===== src/rtl/fifo_uart_pkg.sv =====
// Shared types and constants for the FIFO-fed UART transmitter.
package fifo_uart_pkg;
  typedef enum logic [2:0] {IDLE, REQ, LOAD, START, DATA, PAR, STOP} state_t;
  localparam int   DATA_BITS  = 8;
  localparam logic IDLE_LEVEL = 1'b1;
endpackage


===== src/rtl/fifo_uart_tx_if.sv =====
// Read side of the byte FIFO as seen by the transmitter.
interface fifo_uart_tx_if;
  logic       fifo_e;
  logic [7:0] fifo_dout;
  logic       fifo_re;
  modport master (input fifo_e, input fifo_dout, output fifo_re);
  modport slave  (output fifo_e, output fifo_dout, input fifo_re);
endinterface


===== src/rtl/uart_baud_cnt.sv =====
// Bit-period counter: wraps every CLKS_PER_BIT cycles, pulses bit_done on the last one.
module uart_baud_cnt #(
  parameter int CLKS_PER_BIT = 16
) (
  input  logic clk,
  input  logic rst_n,
  input  logic clr,
  output logic bit_done
);
  localparam int W = (CLKS_PER_BIT > 1) ? $clog2(CLKS_PER_BIT) : 1;
  localparam logic [W-1:0] LAST = W'(CLKS_PER_BIT - 1);

  logic [W-1:0] cnt;

  always_ff @(posedge clk or negedge rst_n)
    if (!rst_n)                   cnt <= '0;
    else if (clr || cnt == LAST)  cnt <= '0;
    else                          cnt <= cnt + 1'b1;

  assign bit_done = (cnt == LAST);
endmodule


===== src/rtl/fifo_uart_tx.sv =====
// Drains the byte FIFO and serialises each byte: start, 8 data LSB first, optional even parity, stop.
module fifo_uart_tx
  import fifo_uart_pkg::*;
#(
  parameter int CLKS_PER_BIT = 16,
  parameter int PARITY_EN    = 0
) (
  input  logic            clk,
  input  logic            rst_n,
  fifo_uart_tx_if.master  bus,
  output logic            tx,
  output logic            busy
);
  state_t                 state_q, state_d;
  logic                   fifo_re_q, fifo_re_d;
  logic                   tx_q, tx_d;
  logic                   busy_q, busy_d;
  logic [DATA_BITS-1:0]   shift_q, shift_d;
  logic [2:0]             idx_q, idx_d;
  logic                   par_q, par_d;
  logic                   clr, bit_done;

  uart_baud_cnt #(.CLKS_PER_BIT(CLKS_PER_BIT)) u_baud (
    .clk      (clk),
    .rst_n    (rst_n),
    .clr      (clr),
    .bit_done (bit_done)
  );

  always_ff @(posedge clk or negedge rst_n)
    if (!rst_n) begin
      state_q   <= IDLE;
      fifo_re_q <= 1'b0;
      tx_q      <= IDLE_LEVEL;
      busy_q    <= 1'b0;
      shift_q   <= '0;
      idx_q     <= '0;
      par_q     <= 1'b0;
    end else begin
      state_q   <= state_d;
      fifo_re_q <= fifo_re_d;
      tx_q      <= tx_d;
      busy_q    <= busy_d;
      shift_q   <= shift_d;
      idx_q     <= idx_d;
      par_q     <= par_d;
    end

  // Counter is held at zero until the start bit so every bit period is exact.
  always_comb begin
    state_d   = state_q;
    fifo_re_d = 1'b0;
    tx_d      = tx_q;
    busy_d    = busy_q;
    shift_d   = shift_q;
    idx_d     = idx_q;
    par_d     = par_q;
    clr       = 1'b0;
    unique case (state_q)
      IDLE: begin
        clr = 1'b1;
        if (!bus.fifo_e) begin
          fifo_re_d = 1'b1;
          busy_d    = 1'b1;
          state_d   = REQ;
        end
      end
      REQ: begin
        clr     = 1'b1;
        state_d = LOAD;
      end
      LOAD: begin
        clr     = 1'b1;
        shift_d = bus.fifo_dout;
        par_d   = ^bus.fifo_dout;
        idx_d   = '0;
        tx_d    = 1'b0;
        state_d = START;
      end
      START: if (bit_done) begin
        tx_d    = shift_q[0];
        state_d = DATA;
      end
      DATA: if (bit_done) begin
        shift_d = shift_q >> 1;
        idx_d   = idx_q + 3'd1;
        if (idx_q == 3'(DATA_BITS - 1)) begin
          if (PARITY_EN != 0) begin
            tx_d    = par_q;
            state_d = PAR;
          end else begin
            tx_d    = IDLE_LEVEL;
            state_d = STOP;
          end
        end else begin
          tx_d = shift_q[1];
        end
      end
      PAR: if (bit_done) begin
        tx_d    = IDLE_LEVEL;
        state_d = STOP;
      end
      STOP: if (bit_done) begin
        busy_d  = 1'b0;
        state_d = IDLE;
      end
      default: state_d = IDLE;
    endcase
  end

  assign bus.fifo_re = fifo_re_q;
  assign tx          = tx_q;
  assign busy        = busy_q;
endmodule

===== src/flat_wrapper.sv =====
// flat-port wrapper written by rule: the top's interface ports become plain ports
module fifo_uart_tx_flat import fifo_uart_pkg::*;
#(
  parameter int CLKS_PER_BIT = 16,
  parameter int PARITY_EN    = 0
)
  (clk, rst_n, tx, busy, bus_fifo_e, bus_fifo_dout, bus_fifo_re);
  fifo_uart_tx_if bus_i ();
  input  logic clk;
  input  logic rst_n;
  output logic tx;
  output logic busy;
  input wire logic [$bits(bus_i.fifo_e)-1:0] bus_fifo_e;
  input wire logic [$bits(bus_i.fifo_dout)-1:0] bus_fifo_dout;
  output wire logic [$bits(bus_i.fifo_re)-1:0] bus_fifo_re;
  assign bus_i.fifo_e = bus_fifo_e;
  assign bus_i.fifo_dout = bus_fifo_dout;
  assign bus_fifo_re = bus_i.fifo_re;
  fifo_uart_tx #(.CLKS_PER_BIT(CLKS_PER_BIT), .PARITY_EN(PARITY_EN)) u_core (.clk(clk), .rst_n(rst_n), .bus(bus_i), .tx(tx), .busy(busy));
endmodule

===== config.mk =====
export PLATFORM = sky130hd
export DESIGN_NAME = fifo_uart_tx_flat
export DESIGN_NICKNAME = d
export VERILOG_FILES = /design/src/rtl/fifo_uart_pkg.sv /design/src/rtl/fifo_uart_tx_if.sv /design/src/rtl/uart_baud_cnt.sv /design/src/rtl/fifo_uart_tx.sv /design/src/flat_wrapper.sv
export SDC_FILE = /design/constraint.sdc
export NUM_CORES = 1
export LEC_CHECK = 0
export CAP_MARGIN = 20
export CORE_UTILIZATION = 27
export DETAILED_ROUTE_END_ITERATION = 8
export PLACE_DENSITY = 0.48
export SLEW_MARGIN = 20
export SYNTH_ARGS = -nofsm -noshare
export SYNTH_HDL_FRONTEND = slang
export SYNTH_SLANG_ARGS = --single-unit

===== constraint.sdc =====
create_clock -name clk -period 1.7 [get_ports clk]
set_input_delay 0.34 -clock clk [delete_from_list [all_inputs] [get_ports clk]]
set_output_delay 0.34 -clock clk [all_outputs]
set_load 0.005 [all_outputs]

==> out/metrics.cfg, run 1 <==
[sta]
fmax_ghz=0.618
post-route-min-period_ps=1620
setup-tns-final_ps=0
post-route-period-util_pct=95.2
final-setup-viol-count=0
finalHoldViolCount=0
grt_setup_unrepaired=no
finalMaxSlewViolations=0
finClkSkew_ps=1.23
slew_headroom_pct=75.4
tightestPinTransition_ps=366

[global_routing]
grt_pass1_wl_mm=3.91
grt_util_met3_pct=2.78
use_met1_pct=14.4
met2_usage_pct=15.6
grt_usage_pct=10.3
antenna_found_initial=0
grt_max_degree=22
grt_overflow=0
busiest_layer=met2
grt_pass1_vias=806

[placed_design]
globalplace.congestion=0.758
io_buffer_count=13
placed_area_um2=1440
hpwlAfterDp_mm=1.67

[layout]
layout_common_cells=dfrtp_1 (20), mux2_4 (14), clkdlybuf4s50_1 (13)
multi_input_area_um2=633
layout.nets=140
seqCellArea_um2=527
final_common_cell=dfrtp_1
fill_cells=446
antenna_cells=0
area_growth_pct=23.5
finalInstanceArea_um2=1500
layout-drive-gt1-share_pct=28.5

[synthesis]
ys_seq_area_share_pct=43.4
ys_warn_count=0
synthFlopType=dfrtp_1
synth_edf_count=0
synthCells=103
yosysUniqueCellTypes=39
synth_nets=119
async_reset_ff_share_pct=100
yosys.area.top_type=dfrtp_1
synthTopCellsByArea=dfrtp_1 (41%), mux2_4 (17%), ha_1 (5.2%)
avgSynthCellArea_um2=11.8
netlist.area_leader.share_pct=41.2
synth_area_um2=1210
synth-seq-cells=21

[clocking]
ctsResizeCount=0
cts-htree-levels=1
path_clk_slew_ps=70
cts_sinks=21
ctsHoldBuffers=0
ctsRootBufferMaster=clkbuf_8
cts_tree=yes
cts_buffer_depth=2
numCtsBuffers=3
clkLatencyLatePin_ps=260
cts_setup_buffers=0

[worst_setup_path]
path_class=reg2out
crit_buf_inv=1
critPathSlowestCell=dfstp_2
start_kind=flop
cp_data_arrival_time_ps=1280
cp.required_ps=1360
slowest_delay_ps=530
cp-end-kind=output pin
cpLargestDelayFamily=flip-flops
crit_chain=clkdlybuf4s50_1
r2r_setup_slack_ps=100
crit_path_max_fanout=2

[power]
power_density_nw_per_um2=1370
peakVddDrop_mv=0.696
p_leak_uw=0.000688

[route]
final_antenna_net_count=0
drc_errors=0
wirelength_mm=2.32
viasPerCell=4.69
avgRoutedWirePerCell_um=13.2
vias=820
dr.pass1.iters=4
drtIter0Drc=11

[worst_hold_path]
min_path_type=in2async

[status]
run_status=finished, final reports clean

[die]
core_um2=4320
ios=14
die_h_um=69.0
rows=24
die_area_um2=4770
die_x_um=69.0
start_util_pct=28.1

[flow_run]
cap_violations=0

## cells by family after synthesis
family	Yosys count	synth area share, %
AND/OR/NAND/NOR	23	10.8
AO/OA/AOI/OAI	22	13.2
flip-flops	21	43.4
multiplexers	16	19.1
buffers and inverters	12	5.46
adder cells (fa/ha/maj)	5	5.15
XOR/XNOR	4	2.89
## layer usage
| metal | vias up | share of wire, % |
|---|---|---|
| met5 | - | 0 |
| met4 | 0 | 0.69 |
| met3 | 2 | 2.3 |
| met2 | 9 | 47 |
| met1 | 403 | 50 |
| li1 | 406 | - |
## per-stage QoR
step / power (uW) / util (%) / setup WS [ps] / instances / hold WS (ps)
after floorplan: 1520 / - / 109 / 103 / 44.4
after global placement: 1720 / 33.3 / 20.6 / 171 / 449
after detailed placement: 1740 / 33.3 / -6.92 / 171 / 461
after CTS: 2090 / 34.4 / 34.7 / 175 / 430
after global routing: 2230 / 34.7 / 3.82 / 175 / 438
final: 2060 / 34.7 / 81.0 / 175 / 428
## flip-flops by register name (all words and copies together) (netlist names)
| register | cells |
|---|---|
| u_core.bus.fifo_re | 1 |
| u_core.busy | 1 |
| u_core.idx_q | 3 |
| u_core.shift_q | 8 |
| u_core.state_q | 3 |
| u_core.tx | 1 |
| u_core.u_baud.cnt | 4 |
## path summary, 6_finish.rpt
check                                               start                              to  cells past startpoint
min reg2reg                u_core.u_baud.cnt[0]$_DFF_PN0_  u_core.u_baud.cnt[0]$_DFF_PN0_                      1
min                                                 rst_n   u_core.shift_q[2]$_DFFE_PN0P_                      2
max                                 u_core.tx$_DFFE_PN1P_                              tx                      1
min in group clk           u_core.u_baud.cnt[0]$_DFF_PN0_  u_core.u_baud.cnt[0]$_DFF_PN0_                      1
max reg2reg                u_core.u_baud.cnt[0]$_DFF_PN0_   u_core.shift_q[0]$_DFFE_PN0P_                      6
max in group asynchronous                           rst_n           u_core.tx$_DFFE_PN1P_                      2
## report_power, final
| part | switching (uW) | leakage, uW | internal [uW] |
|---|---|---|---|
| registers | 109 | 0.000262 | 687 |
| clock network | 163 | 0.0000255 | 163 |
| logic | 370 | 0.000400 | 565 |
## cell usage after synthesis, types with 2 or more instances
cell / instances
dfrtp_1: 20
mux2_4: 14
inv_1: 6
o21ai_0: 6
ha_1: 5
nand3_1: 5
nor2_1: 5
a21oi_1: 3
nand2_1: 3
xor2_1: 3
a21o_1: 2
a22oi_1: 2
buf_6: 2
o21a_1: 2
## layout make-up
type                    instances  area share, %
clock buffers                   3           2.75
clock inverters                 1          0.334
inverters                       8           2.17
multi-input cells              70           42.2
flip-flops and latches         21           35.1
well taps                      52           4.34
repair buffers                 20           13.0
Power figures use the tool's default switching activity.
==> run 2, diff against run 1 <==
Settings changed: SKIP_LAST_GASP from default to 1.
==> results of run 2 <==
The final DEF is identical to that of run 1; final timing and power are the same.
